===== config.mk =====
export PLATFORM = sky130hd
export DESIGN_NAME = spectrum_power_reader
export DESIGN_NICKNAME = d
export VERILOG_FILES = /design/src/rtl/spectrum_power_reader.sv
export SDC_FILE = /design/constraint.sdc
export NUM_CORES = 2
export LEC_CHECK = 0
export ABC_AREA = 0
export BUFFER_PORTS_ARGS = -buffer_cell sky130_fd_sc_hd__buf_2
export CORE_MARGIN = 4
export CORE_UTILIZATION = 45
export CTS_BUF_LIST = sky130_fd_sc_hd__clkbuf_4 sky130_fd_sc_hd__clkbuf_8
export DETAILED_ROUTE_END_ITERATION = 10
export GPL_TIMING_DRIVEN = 0
export PLACE_DENSITY = 0.66
export RECOVER_POWER = 100
export REMOVE_ABC_BUFFERS = 1
export SLEW_MARGIN = 40
export SYNTH_ARGS = -nofsm -noshare
export SYNTH_HDL_FRONTEND = slang
export SYNTH_SLANG_ARGS = --single-unit

===== constraint.sdc =====
create_clock -name Clock -period 7.05 [get_ports Clock]
set_input_delay 0 -clock Clock [delete_from_list [all_inputs] [get_ports Clock]]
set_output_delay 0 -clock Clock [all_outputs]
set_load 0.02 [all_outputs]

===== src/rtl/spectrum_power_reader.sv =====
// spectrum_power_reader
//   Reads the first half of an FFT result RAM (the positive-frequency bins)
//   one bin per cycle. For each bin it produces the power Re^2+Im^2 and an
//   8-bit log2 approximation of that power.
//
// Ports
//   Clock, Reset_n    : rising-edge clock, async active-low reset
//   Start             : one-cycle pulse that begins a pass (accepted in IDLE only)
//   RdRAMAddr         : RAM read address, natural or bit-reversed bin order
//   In_Re, In_Im      : RAM read data, valid ram_delay cycles after its address
//   Valid             : BinIdx/Power/Level carry a new bin this cycle
//   BinIdx            : natural-order bin index of the current output
//   Power             : Re^2+Im^2, full precision
//   Level             : 4*msb(Power) + the two bits below the msb
//   Busy              : pass in progress (READ or DRAIN)
//   End               : one-cycle pulse the cycle after the last Valid
module spectrum_power_reader #(
  parameter int bw_fftp   = 12,
  parameter int bw_data   = 18,
  parameter int ram_delay = 3,
  parameter int bitrev    = 0
) (
  input  logic                      Clock,
  input  logic                      Reset_n,
  input  logic                      Start,
  output logic [bw_fftp-1:0]        RdRAMAddr,
  input  logic signed [bw_data-1:0] In_Re,
  input  logic signed [bw_data-1:0] In_Im,
  output logic                      Valid,
  output logic [bw_fftp-2:0]        BinIdx,
  output logic [2*bw_data-1:0]      Power,
  output logic [7:0]                Level,
  output logic                      Busy,
  output logic                      End
);
  localparam int KW     = bw_fftp - 1;
  localparam int PW     = 2 * bw_data;
  // address register -> RAM data -> squares -> sum -> outputs
  localparam int STAGES = ram_delay + 3;

  typedef enum logic [1:0] {IDLE, READ, DRAIN, DONE} stateT;

  stateT state, stateNext;
  logic [KW-1:0] kNext;

  // vldPipe[0]/kPipe[0] describe the address currently on RdRAMAddr;
  // index j is the same bin j cycles later.
  logic [STAGES:0]              vldPipe;
  logic [STAGES-1:0][KW-1:0]    kPipe;

  logic signed [PW-1:0] reExt, imExt;
  logic [PW-1:0]        reSq, imSq, sumQ;
  logic [PW+1:0]        sumExt;
  logic [7:0]           lvlNext;

  function automatic logic [bw_fftp-1:0] mapAddr(input logic [KW-1:0] k);
    logic [bw_fftp-1:0] a, r;
    a = {1'b0, k};
    r = a;
    if (bitrev != 0) begin
      for (int i = 0; i < bw_fftp; i++) r[i] = a[bw_fftp-1-i];
    end
    return r;
  endfunction

  always_comb begin
    stateNext = state;
    kNext     = kPipe[0];
    case (state)
      IDLE: if (Start) begin
        stateNext = READ;
        kNext     = '0;
      end
      READ: begin
        if (&kPipe[0]) stateNext = DRAIN;
        else           kNext     = kPipe[0] + KW'(1);
      end
      // leave once the oldest live bin is on the outputs and nothing follows it
      DRAIN: if (vldPipe[STAGES] && !(|vldPipe[STAGES-1:0])) stateNext = DONE;
      DONE:  stateNext = IDLE;
      default: stateNext = IDLE;
    endcase
  end

  assign Busy  = (state == READ) || (state == DRAIN);
  assign End   = (state == DONE);
  assign Valid = vldPipe[STAGES];

  assign reExt  = {{bw_data{In_Re[bw_data-1]}}, In_Re};
  assign imExt  = {{bw_data{In_Im[bw_data-1]}}, In_Im};
  // two zero bits below the LSB make "bits under the leading one" safe at p<2
  assign sumExt = {sumQ, 2'b00};

  // Last match wins, so the loop settles on the leading one.
  always_comb begin
    lvlNext = '0;
    for (int i = 0; i < PW; i++) begin
      if (sumQ[i]) lvlNext = 8'(4 * i) + {6'd0, sumExt[i+1], sumExt[i]};
    end
  end

  always_ff @(posedge Clock or negedge Reset_n) begin
    if (!Reset_n) begin
      state     <= IDLE;
      RdRAMAddr <= '0;
      vldPipe   <= '0;
      kPipe     <= '0;
      reSq      <= '0;
      imSq      <= '0;
      sumQ      <= '0;
      BinIdx    <= '0;
      Power     <= '0;
      Level     <= '0;
    end else begin
      state   <= stateNext;
      vldPipe <= {vldPipe[STAGES-1:0], stateNext == READ};
      kPipe   <= {kPipe[STAGES-2:0], kNext};
      if (stateNext == READ) RdRAMAddr <= mapAddr(kNext);
      // squares of two signed values are non-negative and fit in PW bits
      reSq <= reExt * reExt;
      imSq <= imExt * imExt;
      sumQ <= reSq + imSq;
      if (vldPipe[STAGES-1]) begin
        Power  <= sumQ;
        Level  <= lvlNext;
        BinIdx <= kPipe[STAGES-1];
      end
    end
  end

endmodule


### After elaboration in Yosys (flattened, before gate mapping)

Cells that the tools add are included.

* output and inout bits: 70
* latch bits: 0
* input bits: 39
* ROM bits: 0
* RAM bits: 0
* register bits: 249
* memories: 0

* bitwise operators: 0
* order comparisons: 0
* equal/unequal tests: 4
* multiply operators: 2
* divide/modulo/power cells: 0
* shifts and indexed selects: 0
* reductions and logical operators: 6
* muxes and demuxes: 42
* $add $sub $neg: 37

Operator list (number)
* $mux W8: 34
* $add A7 B2 Y8 const A: 16
* $mul A18 B18 Y36: 2
* $add A6 B2 Y7 const A: 8
* $add A36 B36 Y36: 1
* $add A8 B2 Y8 const A: 4
* $add A5 B2 Y6 const A: 4
* $mux W11: 2
* $pmux W11 S2: 1
* $add A11 B1 Y11 const B: 1
* $reduce_and A11 Y1: 1
* $add A4 B2 Y5 const A: 2
* $pmux W2 S4: 1
* $mux W2: 3
* $reduce_or A6 Y1: 1
* $add A3 B2 Y4 const A: 1
* $eq A2 B1 Y1 const B: 2
* $eq A2 B2 Y1 const B: 2
* $mux W4: 1
* $logic_not A2 Y1: 1
* $logic_and A1 B1 Y1: 1
* $logic_not A1 Y1: 1
* $logic_or A1 B1 Y1: 1

### Longest topological paths before layout

* word-level depth: 36
* depth in mapped cells: 26

### Least setup slack after synthesis

Ideal clock, no wire load.

* kind: input port to flip-flop
* start: input In_Im[5]
* end: register imSq[32]
* slack: 1.139 ns
* setup time: 0.080 ns
* data arrival time: 5.831 ns
* cell stages on the path: 22
* cell sequence: clkbuf_1 clkbuf_1 nand2_1 fa_1 inv_1 fa_1 inv_1 fa_1 fa_1 inv_1 fa_1 fa_1 ha_1 a21oi_1 a31oi_1 a211oi_1 o31ai_1 a221oi_2 o211ai_1 a21o_1 a21oi_2 xnor2_1

* word-level cells in the longest chain between the ends: 1

RTL lines
* start, declared: line 28 `input logic signed [bw_data-1:0] In_Im,`
* $mul A18 B18 Y36: line 121 `imSq <= imExt * imExt;`
* end signal, assigned: line 121
* end, declared: line 52 `logic [PW-1:0] reSq, imSq, sumQ;`

Every way passes these cells.
A chain may end at the register's enable or synchronous reset.

### Worst setup path after layout

* start: input In_Im[0]
* end: register imSq[35]

The elaborated chain is that of the path after synthesis.

==> flow_summary.yaml <==
cts:
  clk_path_buf_depth: 3
  root_buffer: "clkbuf_8"
  insertion_delay_ns: 0.57
  clk_pin_slew_ns: 0.06
  cts_setup_buffers: 0
  cts-resized-gates: 0
  cts_buffers: 42
  htree_levels: 2
  cts.sinks: 247
  hold_buffers: 8
  tritoncts: "yes"
timing:
  final.min_clock_period_ns: 6.46
  setup_tns_ns: 0
  clock_skew_ns: 0.0269
  setup_viol: 0
  worst_slack_ns: 0.590
  finalCritPeriodShare_pct: 91.6
  max_freq_mhz: 155
  relSlewSlack_pct: -78.9
  hold_violations: 0
  slew_violations: 225
  rsz0062_at_grt: "no"
  tightestPinTransition_ns: 2.68
layout:
  multi_input_area_um2: 21800
  synthToLayoutAreaGrowth_pct: 7.23
  fillers: 6477
  seq_area_um2: 6180
  drive_gt1_share_pct: 6.16
  nets: 4029
critical_path:
  cpLargestDelayFamily: "adder cells"
  crit_path_cell_trace: "dlygate4sd3_1 -> buf_2 -> nand2_1 -> fa_1 -> inv_1 -> fa_1 -> ha_1 -> inv_1 -> fa_1 -> inv_1 -> fa_1 -> fa_1 -> ha_1 -> a21oi_1 -> o22ai_1 -> a2111oi_0 -> o311ai_1 -> a21oi_1 -> o21ai_0 -> a21oi_1 -> xnor2_1"
  required_ns: 7.51
  timing.critical_path.mode_cell: "fa_1"
  slowest_stage: "a2111oi_0"
  critPathBufInv: 5
  arrival_ns: 6.92
  cp-start-kind: "primary input"
  crit_type: "in2reg"
  end_kind: "flip-flop"
  crit_fanout: 20
  cp_slowest_stage_delay_ns: 0.95
floorplan:
  io_pins: 109
  core_um2: 68700
  die_h_um: 272
  die_x_um: 272
  rows: 96
  die-area_um2: 73700
  start_util_pct: 45.5
logic_synthesis:
  ys_seq_elements: 247
  ys_seq_area_share_pct: 19.8
  syn_area_per_cell_um2: 10.2
  synthArstFlopShare_pct: 100
  netlist_top_cells_count: "inv_1 (765), fa_1 (598), dfrtp_1 (247), nand2_1 (244), ha_1 (243)"
  synth_cell_type_count: 77
  ys_warn_count: 0
  synth_enable_flop_cells: 0
  yosysMostFrequentCell: "inv_1"
  synth_area_leaders: "fa_1 (38%), dfrtp_1 (20%), ha_1 (9.7%)"
  syn-cell-area_um2: 31300
  synth-main-ff-cell: "dfrtp_1"
  yosysTopAreaCell: "fa_1"
  syn_inst: 3065
  netlist.area_leader.share_pct: 38.3
global_routing:
  met2_usage_pct: 32.7
  grt_max_degree: 76
  grt_util_met1_pct: 23.6
  grt_pass1_wl_um: 110000
  grt_pass1_vias: 22400
  grt_use_total_pct: 18.3
  met3_usage_pct: 2.94
  grt-busiest-layer: "met2"
  antenna_found_initial: 1
  grt_overflow: 0
routing:
  post-route-drc-count: 0
  vias_per_cell: 4.93
  ant_nets: 0
  routedWlPerCell_um: 15.4
  num_vias: 20300
  drt_wl_total_um: 63200
  drt-initial-drc-count: 1000
  firstDrtPassIters: 7
placement:
  io_buffer_count: 107
  gp_congestion: 0.869
  place_hpwl_um: 51500
  dp_slack_ns: 0.440
job:
  max_cap_violations: 4
outcome:
  violations: "capacitance limit, slew limit"
  status: "complete, but fails checks"
hold_path:
  worst_hold_path_type: "in2reg"
[placed cells by master, fill, tap and decap left out, types with 11 or more instances in the layout]
master    instances
a211oi_1         13
a21o_1           23
a21oi_1          84
a31oi_1          15
and2_1          116
buf_2            37
clkbuf_1         73
clkbuf_4         16
clkbuf_8         52
dfrtp_1         247
fa_1            598
ha_1            243
inv_1           765
mux2_2           60
nand2_1         244
nand2b_1         28
nand3_1          24
nor2_1          115
nor2b_1          30
nor3_1           35
o211ai_1         11
o21a_1           19
o21ai_0          71
or2_2            12
xnor2_1          73
xor2_1           32
[worst min-delay path, delay by kind of cell]
family                     cells  cell delay [ns]
buffers and inverters          1             0.36
adders and majority gates      1             0.14
and+or+nand+nor                1             0.24
[routing by layer]
layer	wire length (µm)	vias up
met1	26500	10400
li1	-	9498
met4	1290	0
met5	0	-
met2	32400	330
met3	3020	76
[cell families (layout without fill, tap and decap cells)]
kind of cell	count (synthesis)	in the layout	synth area share, %
other cells	1	2	0.0120
fa+ha+maj	841	841	48.0
flops	247	247	19.8
simple gates	655	655	10.1
mux	62	62	2.23
xor+xnor	105	105	2.94
buf+inv	845	962	10.2
compound gates	309	309	6.69
[per-stage QoR]
stage                     utilization [%]  std cells  hold WS (ns)  area [µm²]
after floorplan                         -       2986        -0.296       30900
after global placement               47.5       4024         0.318       32600
after detailed placement             47.7       4028       -0.0784       32800
after CTS                            49.2       4113         0.155       33800
after global routing                 48.8       4114         0.236       33500
final                                48.8       4114         0.220       33500
[worst paths after layout]
path,from,cells after the start,slack (ns),to
worst max-delay path,In_Im[0],21,0.59,imSq[35]$_DFF_PN0_
worst min-delay path,In_Im[3],3,0.22,imSq[3]$_DFF_PN0_
worst max register to register,vldPipe[5]$_DFF_PN0_,3,3.16,Level[4]$_DFFE_PN0P_
worst min register to register,kPipe[30]$_DFF_PN0_,0,0.35,kPipe[41]$_DFF_PN0_
max in group asynchronous,Reset_n,6,1.64,Level[2]$_DFFE_PN0P_
min in group asynchronous,Reset_n,4,1.39,BinIdx[9]$_DFFE_PN0P_
[state kept, by name (all words and copies together) (netlist names)]
signal	count
kPipe	66
Power	36
sumQ	36
imSq	35
reSq	35
BinIdx	11
RdRAMAddr	11
Level	8
vldPipe	7
state	2
[cell type report]
| class | instances | area share [%] |
|---|---|---|
| Tap cell | 931 | 3.48 |
| Inverter | 766 | 8.58 |
| Multi-Input combinational cell | 1973 | 65.1 |
| Sequential cell | 247 | 18.4 |
| Clock inverter | 10 | 0.329 |
| Antenna cell | 1 | 0.00747 |
| Timing Repair Buffer | 119 | 1.62 |
| Clock buffer | 67 | 2.47 |
Power is not shown: default switching activity piles up to over one toggle a cycle in this logic, so the estimate is an artifact.
